**config.mk**
```make
export PLATFORM = sky130hd
export DESIGN_NAME = vga_timing_pattern_gen
export DESIGN_NICKNAME = d
export VERILOG_FILES = /design/src/rtl/vga_timing_pattern_gen.sv
export SDC_FILE = /design/constraint.sdc
export NUM_CORES = 1
export LEC_CHECK = 0
export ABC_AREA = 1
export BUFFER_PORTS_ARGS = -buffer_cell sky130_fd_sc_hd__buf_2
export CORE_MARGIN = 2
export CORE_UTILIZATION = 42
export DETAILED_ROUTE_END_ITERATION = 6
export PLACE_DENSITY = 0.68
export SYNTH_ARGS = -nofsm -noshare
export SYNTH_HDL_FRONTEND = slang
export SYNTH_SLANG_ARGS = --single-unit
```
**constraint.sdc**
```tcl
create_clock -name clk_pix -period 1.85 [get_ports clk_pix]
set_input_delay 0 -clock clk_pix [delete_from_list [all_inputs] [get_ports clk_pix]]
set_output_delay 0 -clock clk_pix [all_outputs]
set_load 0.01 [all_outputs]
```
**src/rtl/vga_timing_pattern_gen.sv**
```systemverilog
// VGA timing master with built-in test patterns (bars, checker, ramp, flicker).
// Optional macro VGA_BORDER_EN draws a 1-pixel white frame around the active area.
module vga_timing_pattern_gen #(
  parameter int H_ACTIVE = 640,
  parameter int H_FP     = 16,
  parameter int H_SYNC   = 96,
  parameter int H_BP     = 48,
  parameter int V_ACTIVE = 480,
  parameter int V_FP     = 10,
  parameter int V_SYNC   = 2,
  parameter int V_BP     = 33,
  parameter int HS_POL   = 0,
  parameter int VS_POL   = 0,
  parameter int CW       = 4,
  parameter int CNT_W    = 11
) (
  input  logic             clk_pix,
  input  logic             rst_n,
  input  logic [1:0]       pat_sel,
  output logic             vga_hs,
  output logic             vga_vs,
  output logic             vga_de,
  output logic [CW-1:0]    vga_r,
  output logic [CW-1:0]    vga_g,
  output logic [CW-1:0]    vga_b,
  output logic [CNT_W-1:0] pix_x,
  output logic [CNT_W-1:0] pix_y,
  output logic             line_start,
  output logic             frame_start
);

  localparam int H_TOTAL = H_ACTIVE + H_FP + H_SYNC + H_BP;
  localparam int V_TOTAL = V_ACTIVE + V_FP + V_SYNC + V_BP;
  localparam int BAR_W   = H_ACTIVE / 8;

  localparam logic [CNT_W-1:0] H_LAST  = CNT_W'(H_TOTAL - 1);
  localparam logic [CNT_W-1:0] V_LAST  = CNT_W'(V_TOTAL - 1);
  localparam logic [CNT_W-1:0] H_ACT   = CNT_W'(H_ACTIVE);
  localparam logic [CNT_W-1:0] V_ACT   = CNT_W'(V_ACTIVE);
  localparam logic [CNT_W-1:0] H_ALAST = CNT_W'(H_ACTIVE - 1);
  localparam logic [CNT_W-1:0] V_ALAST = CNT_W'(V_ACTIVE - 1);
  localparam logic [CNT_W-1:0] HS_S    = CNT_W'(H_ACTIVE + H_FP);
  localparam logic [CNT_W-1:0] HS_E    = CNT_W'(H_ACTIVE + H_FP + H_SYNC);
  localparam logic [CNT_W-1:0] VS_S    = CNT_W'(V_ACTIVE + V_FP);
  localparam logic [CNT_W-1:0] VS_E    = CNT_W'(V_ACTIVE + V_FP + V_SYNC);
  localparam logic [CNT_W-1:0] BAR_L   = CNT_W'(BAR_W - 1);
  localparam logic [CNT_W-1:0] ONE     = CNT_W'(1);
  localparam logic             HS_ON   = (HS_POL != 0);
  localparam logic             VS_ON   = (VS_POL != 0);

  logic [CNT_W-1:0] h;
  logic [CNT_W-1:0] v;
  logic [CNT_W-1:0] bar_cnt;
  logic [2:0]       bar;
  logic [1:0]       pat;
  logic             parity;

  logic             h_last;
  logic             v_last;
  logic             de_n;
  logic             hs_n;
  logic             vs_n;
  logic             ls_n;
  logic             fs_n;
  logic [CW-1:0]    r_n;
  logic [CW-1:0]    g_n;
  logic [CW-1:0]    b_n;
  logic [CW-1:0]    full;

  assign h_last = (h == H_LAST);
  assign v_last = (v == V_LAST);
  assign full   = '1;

  always_comb begin
    de_n = (h < H_ACT) && (v < V_ACT);
    hs_n = (h >= HS_S && h < HS_E) ? HS_ON : ~HS_ON;
    vs_n = (v >= VS_S && v < VS_E) ? VS_ON : ~VS_ON;
    ls_n = de_n && (h == '0);
    fs_n = (h == '0) && (v == '0);
    r_n  = '0;
    g_n  = '0;
    b_n  = '0;
    case (pat)
      2'd0: begin
        r_n = bar[1] ? '0 : full;
        g_n = bar[2] ? '0 : full;
        b_n = bar[0] ? '0 : full;
      end
      2'd1: begin
        r_n = (h[5] ^ v[5]) ? full : '0;
        g_n = r_n;
        b_n = r_n;
      end
      2'd2: begin
        r_n = h[CW+3:4];
        g_n = h[CW+3:4];
        b_n = h[CW+3:4];
      end
      default: begin
        r_n = parity ? '0 : full;
        g_n = r_n;
        b_n = r_n;
      end
    endcase
`ifdef VGA_BORDER_EN
    if (h == '0 || h == H_ALAST || v == '0 || v == V_ALAST) begin
      r_n = full;
      g_n = full;
      b_n = full;
    end
`endif
    if (!de_n) begin
      r_n = '0;
      g_n = '0;
      b_n = '0;
    end
  end

  // bar index follows h via a reloading sub-counter instead of a divide
  always_ff @(posedge clk_pix) begin
    if (!rst_n) begin
      h           <= '0;
      v           <= '0;
      bar_cnt     <= '0;
      bar         <= '0;
      pat         <= '0;
      parity      <= 1'b0;
      vga_hs      <= ~HS_ON;
      vga_vs      <= ~VS_ON;
      vga_de      <= 1'b0;
      vga_r       <= '0;
      vga_g       <= '0;
      vga_b       <= '0;
      pix_x       <= '0;
      pix_y       <= '0;
      line_start  <= 1'b0;
      frame_start <= 1'b0;
    end else begin
      if (h_last) begin
        h       <= '0;
        bar_cnt <= '0;
        bar     <= '0;
        v       <= v_last ? '0 : v + ONE;
        if (v_last) begin
          pat    <= pat_sel;
          parity <= ~parity;
        end
      end else begin
        h <= h + ONE;
        if (bar_cnt == BAR_L) begin
          bar_cnt <= '0;
          bar     <= bar + 3'd1;
        end else begin
          bar_cnt <= bar_cnt + ONE;
        end
      end
      vga_hs      <= hs_n;
      vga_vs      <= vs_n;
      vga_de      <= de_n;
      vga_r       <= r_n;
      vga_g       <= g_n;
      vga_b       <= b_n;
      pix_x       <= h;
      pix_y       <= v;
      line_start  <= ls_n;
      frame_start <= fs_n;
    end
  end

endmodule

```
== Yosys cells after proc, flatten, opt, wreduce, memory -nomap -nowiden ==
Index checks and enable logic that the tools add are counted.

* $add $sub $neg: 4
* $lt $le $gt $ge: 6
* Equal/unequal tests: 5
* Muxes and demuxes: 11
* Bitwise operators: 3
* Reduce and logical (&&, ||, !) cells: 12

{| class="wikitable"
|+ Operators by type and width
! cell !! number
|-
| one-hot mux 4 bit (3 select lines) || 3
|-
| adder 11 x 1 -> 11 bit (second input constant) || 3
|-
| equality test 11 x 10 -> 1 bit (second input constant) || 2
|-
| logical NOT 11 bit || 2
|-
| < comparator 11 x 10 -> 1 bit (second input constant) || 2
|-
| < comparator 11 x 9 -> 1 bit (second input constant) || 2
|-
| 2-to-1 mux 4 bit || 5
|-
| equality test 11 x 7 -> 1 bit (second input constant) || 1
|-
| >= comparator 11 x 10 -> 1 bit (second input constant) || 1
|-
| >= comparator 11 x 9 -> 1 bit (second input constant) || 1
|-
| 2-to-1 mux 11 bit || 1
|-
| logical AND 1 bit || 5
|-
| AND reduction 2 bit || 2
|-
| adder 3 x 1 -> 3 bit (second input constant) || 1
|-
| OR reduction 3 bit || 1
|-
| equality test 2 x 1 -> 1 bit (second input constant) || 1
|-
| equality test 2 bit (second input constant) || 1
|-
| logical NOT 2 bit || 1
|-
| 2-to-1 mux 1 bit || 2
|-
| NOT 1 bit || 2
|-
| OR reduction 2 bit || 1
|-
| bitwise XOR 1 bit || 1
|}

* Flip-flop bits (word level): 78
* Bits of input ports: 4
* Output and inout bits: 39

== Logic depth before layout (Yosys ltp) ==
Gate-level depths: netlist of the first run.

* Word-level depth: 3
* Depth in mapped cells: 11

== Worst setup path after synthesis of the first run ==
OpenSTA, ideal clock, no wires.

* Kind: flip-flop to flip-flop
* Start: reg bar_cnt[0]
* End: reg bar_cnt[6]
* Setup time: 115 ps
* Arrival time: 1,322 ps
* Setup slack: 413 ps
* Stages on the path, launching flop included: 10
* Clock period less this slack: 1,437 ps
* Path through: dfxtp_1 ha_1 inv_2 nor2_2 nand2_2 nor2_2 inv_2 nand2_4 buf_12 nor2_2

* Cells in the longest elaborated chain, start to end: 2

{| class="wikitable"
|+ Ends and longest elaborated chain
! what !! line !! RTL
|-
| from (decl) || 53 || <nowiki>logic [CNT_W-1:0] bar_cnt;</nowiki>
|-
| from (signal assigned) || 154 || <nowiki>bar_cnt <= bar_cnt + ONE;</nowiki>
|-
| parallel branches: the longest is 2 deep, another holds adder 11 x 1 -> 11 bit || -- ||
|}

Parallel ways; which one is timed is not known.
A chain may end at the register's enable or synchronous reset.

== Worst setup path after layout of the first run ==
* Start: reg h[0]
* End: reg v[0]

* Cells in the longest elaborated chain, start to end: 1

{| class="wikitable"
|+ Ends and longest elaborated chain
! what !! line !! RTL
|-
| from (decl) || 51 || <nowiki>logic [CNT_W-1:0] h;</nowiki>
|-
| from (signal assigned) || 149 || <nowiki>h <= h + ONE;</nowiki>
|-
| equality test 11 x 10 -> 1 bit || 70 || <nowiki>assign h_last = (h == H_LAST);</nowiki>
|-
| to (signal assigned) || 143 || <nowiki>v <= v_last ? '0 : v + ONE;</nowiki>
|-
| to (decl) || 52 || <nowiki>logic [CNT_W-1:0] v;</nowiki>
|}

Every way passes these cells.

==> metrics.md, run 1 <==
| Metric | Value |
|---|---|
| Sequential power share | `56.3%` |
| Commonest cells post-synth | `97 x nand2_1, 86 x inv_1, 78 x dfxtp_1, 47 x nor2_1, 42 x nand3_1` |
| Switch Pwr | `about 0.68 mW` |
| Tightest Pin Transition | `0.4758 ns` |
| Total leakage power | `1.883 nW` |
| Mapped Cells | `461` |
| Most common cell in the netlist | `nand2_1` |
| Core area | `7727 um^2` |
| Number of warnings issued by yosys | `0` |
| Antenna Nets Post-Route | `0` |
| Startpoint Class | `flip-flop` |
| Post-cts resize count | `0` |
| Flip-flop and latch count after synthesis | `78` |
| Count of flip-flops with a built-in enable after synthesis | `0` |
| Vias | `a little under 3000` |
| Input/output buffers | `42` |
| Crit Path Class | `flip-flop to flip-flop` |
| Portion of total power attributed to combinational logic | `between 4 and 5%` |
| Number of H-tree levels | `3` |
| Average instance area after synthesis | `7.274 um^2` |
| Number of unique standard cell types used by synthesis | `28` |
| Antenna violations before repair | `0` |
| Max-cap violations | `0` |
| Crit-path max FO | `8` |
| Final design utilization | `50.05%` |
| Library cell with the largest summed area after synthesis | `dfxtp_1` |
| Largest cells by area after synthesis | `dfxtp_1 47%, nand2_1 11%, inv_1 9.6%` |
| Total power density per cell area | `about 790 nW/um^2` |
| Post-detailed-routing wire length | `6.689 mm` |
| Pre-CTS WS | `0.2530 ns` |
| Number of standard-cell rows in the floorplan | `32` |
| Worst voltage drop across the vdd grid | `0.0003305 V` |
| Final-layout setup total negative slack | `0 ns` |
| Switching power share of the total | `22.18%` |
| Synthesized cell area | `roughly 3400 um^2` |
| Hold Crit Class | `input pin to flip-flop` |
| Sinks on the clock net | `78` |
| Die Height | `93.35 um` |
| Average vias per placed instance | `4.713` |
| Setup bufs post-CTS | `0` |
| Top flip-flop cell by instance count after synthesis | `dfxtp_1` |
| Post-route worst setup slack | `0.2392 ns` |
| Count of final setup violators | `0` |
| RSZ-0062 raised after global routing | `no` |
| First-pass GRT wire length | `11.43 mm` |
| Vias in the first global route | `2668` |
| Clock transition at the registers of the reported paths | `0.08 ns` |
| Power share of the clock group | `between 30% and 40%` |
| Final critical-path required period | `1.611 ns` |
| Count of routing violations after the opening detailed-route iteration | `86` |
| Slew HR | `68.24%` |
| Number of buffers added to fix hold violations after cts | `2` |
| Post-detail-place hpwl | `4.933 mm` |
| Result of the run | `complete, no violations` |
| Final hold slack | `0.04771 ns` |
| Clock Latency Late Sink | `0.35 ns` |
| Endpoint class of the critical path | `flip-flop` |
| Final #Nets | `520` |
| CTS tree | `built` |
| I/O pin total | `43` |
| DRC violations left | `0` |
| Overflow left after global routing | `0` |
| Effective utilization at floorplan | `43.39%` |
| Overall track demand over capacity in global routing | `16.53%` |
| Fraction of layout instances using a drive strength above 1 | `18.09%` |
| Slew Limit Fails | `0` |
| Internal power contribution | `2.387 mW` |
| DIE AREA | `8714 um^2` |
| GPL Wtd Cong | `0.9012` |
| Required @ worst endpoint | `2.09 ns` |
| WP data arrival | `1.85 ns` |
| Count of TritonRoute iterations in the first routing pass | `4` |
| Peak Freq | `about 0.62 GHz` |
| Deepest clock path buffer count | `2` |
| Layout overhead on the synthesized area | `15.34%` |
| Share of the clock period used by the worst path after layout | `87.07%` |
| Net count after synthesis | `between 400 and 500` |
| DR WL/cell | `10.86 um` |
| Sum of internal, switching and leakage power | `3.067 mW` |
| X dimension of the die | `a little over 90 um` |
| Share of synthesized flip-flops with an asynchronous set or reset | `0%` |
| Final clock skew | `0.01205 ns` |
| Root Buffer | `clkbuf_8` |
| Pin count of the biggest net entering global routing | `21` |
| Number of antenna repair diodes | `0` |
| Fraction of synthesized cell area taken by the top area cell type | `46.57%` |
| Fraction of the yosys area taken by sequential cells | `46.57%` |
| Final hold violation count | `0` |
| TritonCTS buffer count | `9` |
==> power by group through the flow <==
stage / combinational [mW] / clock [mW] / sequential [mW]
after floorplan: 0.0750 / 0 / 1.78
after global placement: 0.123 / 0 / 1.76
after detailed placement: 0.125 / 0 / 1.77
after CTS: 0.129 / 1.25 / 1.73
after global routing: 0.144 / 1.32 / 1.73
final: 0.127 / 1.21 / 1.73
==> registers in the layout (all words and copies together) (netlist names), 2 cells and up <==
| register | flops |
|---|---|
| vga_g | 4 |
| pat | 2 |
| pix_x | 11 |
| vga_b | 4 |
| bar_cnt | 11 |
| h | 11 |
| vga_r | 4 |
| pix_y | 11 |
| bar | 3 |
| v | 11 |
==> placed cells by master, fill, tap and decap left out, drive strengths merged <==
cell / netlist / routed
buf: 6 / 45
a21oi: 20 / 20
xor2: 5 / 5
nand3b: 2 / 2
dfxtp: 78 / 78
nand4: 10 / 10
inv: 91 / 91
xnor2: 2 / 2
nor3b: 2 / 2
nand2: 105 / 105
nor3: 10 / 10
ha: 6 / 6
clkinvlp: 0 / 2
or2: 1 / 1
nor2: 62 / 62
clkbuf: 3 / 13
nand3: 43 / 43
dlygate4sd3: 0 / 2
o221ai: 1 / 1
o21ai: 14 / 14
==> worst max-delay path, cell delays in order, from the launching register on <==
cell and delay (ns):
dfxtp_1 0.41, ha_1 0.23, nand3_2 0.13, inv_1 0.13
nand4_1 0.33, a21oi_1 0.24, nor2_1 0.05
==> per-stage QoR <==
| stage | cell area, um^2 | cells |
|---|---|---|
| after floorplan | 3353 | 461 |
| after global placement | 3654 | 599 |
| after detailed placement | 3654 | 599 |
| after CTS | 3867 | 616 |
| after global routing | 3867 | 616 |
| final | 3867 | 616 |
==> per-layer routing <==
| layer | track usage [%] | vias to the layer above | routed length [um] |
|---|---|---|---|
| met5 | 0 | - | 0 |
| li1 | - | 1512 | - |
| met1 | 21.22 | 1315 | 3242 |
| met4 | 8.701 | 0 | 115 |
| met3 | 3.707 | 9 | 339 |
| met2 | 25.90 | 67 | 2991 |
==> worst paths after layout <==
check	startpoint	to	slack, ns	cells past startpoint
setup / recovery	h[0]	v[0]	0.24	6
setup reg to reg	h[0]	v[0]	0.24	6
hold reg to reg	bar_cnt[0]	bar_cnt[0]	0.46	1
hold / removal	rst_n	pix_x[8]	0.05	3
==> final cells by class <==
cell class	instances	area (um^2)
multi-input combinational	283	1390
clock inverter	2	15.01
clock buffer	13	178.9
sequential	78	1562
inverter	91	341.6
timing repair buffer	47	252.7
tap	102	127.6
fill	801	3860
==> kinds of logic (layout without fill, tap and decap cells) <==
logic type	count (synthesis)	in the layout	share of synthesized area [%]
flops	78	78	46.57
xor+xnor	7	7	1.828
compound gates	35	35	5.672
simple gates	235	235	31.72
buf+inv	100	153	11.98
fa+ha+maj	6	6	2.239
No activity file was read; power rests on OpenSTA's default activity.
==> run 2, diff against run 1 <==
--- a/config.mk
+++ b/config.mk
@@ -8,9 +8,10 @@
 export ABC_AREA = 1
 export BUFFER_PORTS_ARGS = -buffer_cell sky130_fd_sc_hd__buf_2
 export CORE_MARGIN = 2
-export CORE_UTILIZATION = 42
+export CORE_UTILIZATION = 57
 export DETAILED_ROUTE_END_ITERATION = 6
-export PLACE_DENSITY = 0.68
+export GPL_TIMING_DRIVEN = 0
+export PLACE_DENSITY = 0.86
 export SYNTH_ARGS = -nofsm -noshare
 export SYNTH_HDL_FRONTEND = slang
 export SYNTH_SLANG_ARGS = --single-unit
==> run 2 against run 1 <==
Effect of this change: worst hold slack lost 0.0082 ns; clock-buffer cell count up 1; clock power about the same; global-route usage rose by 6.9 points; cell count fell by 3.7%; critical endpoint unchanged.
==> metrics.md, run 2 (same netlist as run 1, synthesis figures left out) <==
| Metric | Value |
|---|---|
| Count of routing violations after the opening detailed-route iteration | `160` |
| Required @ worst endpoint | `2.10 ns` |
| Vias in the first global route | `around 2800` |
| Vias | `around 3000` |
| X dimension of the die | `80.70 um` |
| Final #Nets | `526` |
| Power share of the clock group | `39.7%` |
| Count of final setup violators | `0` |
| Destination of the worst register-to-register timing path | `v[0]` |
| Source of the critical timing path | `h[0]` |
| Number of standard-cell rows in the floorplan | `27` |
| Internal power contribution | `~2.4 mW` |
| Critical path, cell by cell | `ha_1 > nand3_2 > inv_1 > nand4_1 > a21oi_1 > nor2_1` |
| First-pass GRT wire length | `11.85 mm` |
| Final-layout setup total negative slack | `0 ns` |
| Overall track demand over capacity in global routing | `23.47%` |
| Average vias per placed instance | `slightly above 5` |
| Core area | `5608 um^2` |
| Slew Limit Fails | `0` |
| Critical R2R Launch | `h[0]` |
| Switching power share of the total | `22.43%` |
| Die Height | `80.70 um` |
| Post-detailed-routing wire length | `6.951 mm` |
| Sinks on the clock net | `just under 80` |
| Final clock skew | `0.008557 ns` |
| I/O pin total | `43` |
| DIE AREA | `6512 um^2` |
| Crit-path max FO | `8` |
| Total power density per cell area | `799.9 nW/um^2` |
| Antenna Nets Post-Route | `0` |
| Category of cells accounting for the largest share of critical-path delay | `simple AND/OR/NAND/NOR gates` |
| Critical path depth | `6` |
| Worst voltage drop across the vdd grid | `roughly 0.00045 V` |
| Input/output buffers | `42` |
| GPL Wtd Cong | `roughly 0.93` |
| Cell area after layout | `3870 um^2` |
| Most frequent cells in the layout | `97 x nand2_1, 86 x inv_1, 78 x dfxtp_1` |
| Slew HR | `67.65%` |
| Final hold violation count | `0` |
| R2r setup slk | `~0.18 ns` |
| Placed Area | `3654 um^2` |
| Endpoint class of the critical path | `flip-flop` |
| Tightest Pin Transition | `0.4852 ns` |
| Most common cell after layout, fill and taps aside | `nand2_1` |
| Effective utilization at floorplan | `roughly three fifths` |
| Hold Crit Class | `input pin to flip-flop` |
| Layout overhead on the synthesized area | `15.41%` |
| WP data arrival | `approximately 1.9 ns` |
| RSZ-0062 raised after global routing | `no` |
| Post-detail-place hpwl | `around 5 mm` |
| CTS tree | `built` |
| Clock Latency Late Sink | `approximately 0.36 ns` |
| Max-cap violations | `0` |
| Portion of total power attributed to combinational logic | `4.5%` |
| Crit path max-delay cell type | `dfxtp_1` |
| Switch Pwr | `0.6942 mW` |
| Number of cells traversed by the worst register-to-register path | `6` |
| Pin count of the biggest net entering global routing | `13` |
| Share of the clock period used by the worst path after layout | `90.28%` |
| Setup bufs post-CTS | `0` |
| Number of antenna repair diodes | `0` |
| Startpoint Class | `flip-flop` |
| Antenna violations before repair | `0` |
| TritonCTS buffer count | `9` |
| Number of H-tree levels | `3` |
| Root Buffer | `clkbuf_8` |
| Deepest clock path buffer count | `2` |
| Max incr delay on CP | `0.41 ns` |
| Buf+Inv Stages, Crit Path | `1` |
| DR WL/cell | `~12 um` |
| Result of the run | `complete, no violations` |
| Crit Path Class | `flip-flop to flip-flop` |
| Clock transition at the registers of the reported paths | `0.07 ns` |
| Final critical-path required period | `1.670 ns` |
| Sequential power share | `55.8%` |
| Overflow left after global routing | `0` |
| DRC violations left | `0` |
| Total leakage power | `1.906 nW` |
| Count of TritonRoute iterations in the first routing pass | `5` |
| Peak Freq | `between 0.5 and 0.6 GHz` |
| Fraction of layout instances using a drive strength above 1 | `18.04%` |
| End of the critical path | `v[0]` |
run 2: cell count changes in the layout (fill, tap and decap cells not counted), sizes merged:
cell | previous run | this run
clkinv | 0 | 2
clkbuf | 13 | 17
clkinvlp | 2 | 0
buf | 45 | 48
run 2: worst reg2reg max path, stage by stage (launching register included):
cell and delay, ns:
dfxtp_1 0.41, ha_1 0.24, nand3_2 0.14, inv_1 0.12, nand4_1 0.35, a21oi_1 0.25
nor2_1 0.06
run 2: per-stage QoR:
stage	utilization [%]	instances	power (mW)	setup WS (ns)	hold slack (ns)
floorplan	-	461	1.853	0.4131	0.1349
global placement	65.15	575	1.894	0.2630	0.2348
detailed placement	65.15	575	1.903	0.2170	0.2399
CTS	69.01	593	3.113	0.1931	0.02133
global route	69.01	593	3.201	0.05932	0.06638
finish	69.01	593	3.095	0.1798	0.03949
run 2: worst min-delay path by stage:
| stage | cells past startpoint | from | endpoint | slack, ns |
|---|---|---|---|---|
| floorplan | 2 | pat_sel[0] | pat[0] | 0.13 |
| global placement | 3 | pat_sel[1] | pat[1] | 0.23 |
| detailed placement | 3 | pat_sel[1] | pat[1] | 0.24 |
| CTS | 3 | rst_n | line_start | 0.02 |
| global route | 3 | rst_n | line_start | 0.07 |
| finish | 3 | rst_n | line_start | 0.04 |
run 2: cell type report:
type | instances | area [um^2]
well taps | 72 | 90.09
repair buffers | 44 | 230.2
clock buffers | 14 | 182.7
clock inverters | 2 | 13.76
fillers | 466 | 1738
multi-input cells | 283 | 1390
plain buffers | 9 | 60.06
inverters | 91 | 341.6
flip-flops and latches | 78 | 1562
run 2: repair_timing:
| action | CTS | global route |
|---|---|---|
| resized for setup | 0 | 0 |
| endpoints found under the hold margin | 2 | 0 |
| hold buffers | 2 | 0 |
run 2: power groups by stage:
stage | clock, mW | combinational [mW] | sequential, mW
detailed placement | 0 | 0.135 | 1.77
CTS | 1.25 | 0.139 | 1.73
global route | 1.32 | 0.155 | 1.73
finish | 1.23 | 0.138 | 1.73
floorplan | 0 | 0.0750 | 1.78
global placement | 0 | 0.129 | 1.77
run 2: per-layer routing:
metal | track usage [%] | share of wire, % | vias up
li1 | - | - | 1526
met4 | 9.661 | 1.8 | 0
met3 | 6.629 | 5.6 | 16
met5 | 0 | 0 | -
met1 | 27.34 | 44 | 1377
met2 | 40.50 | 48 | 82
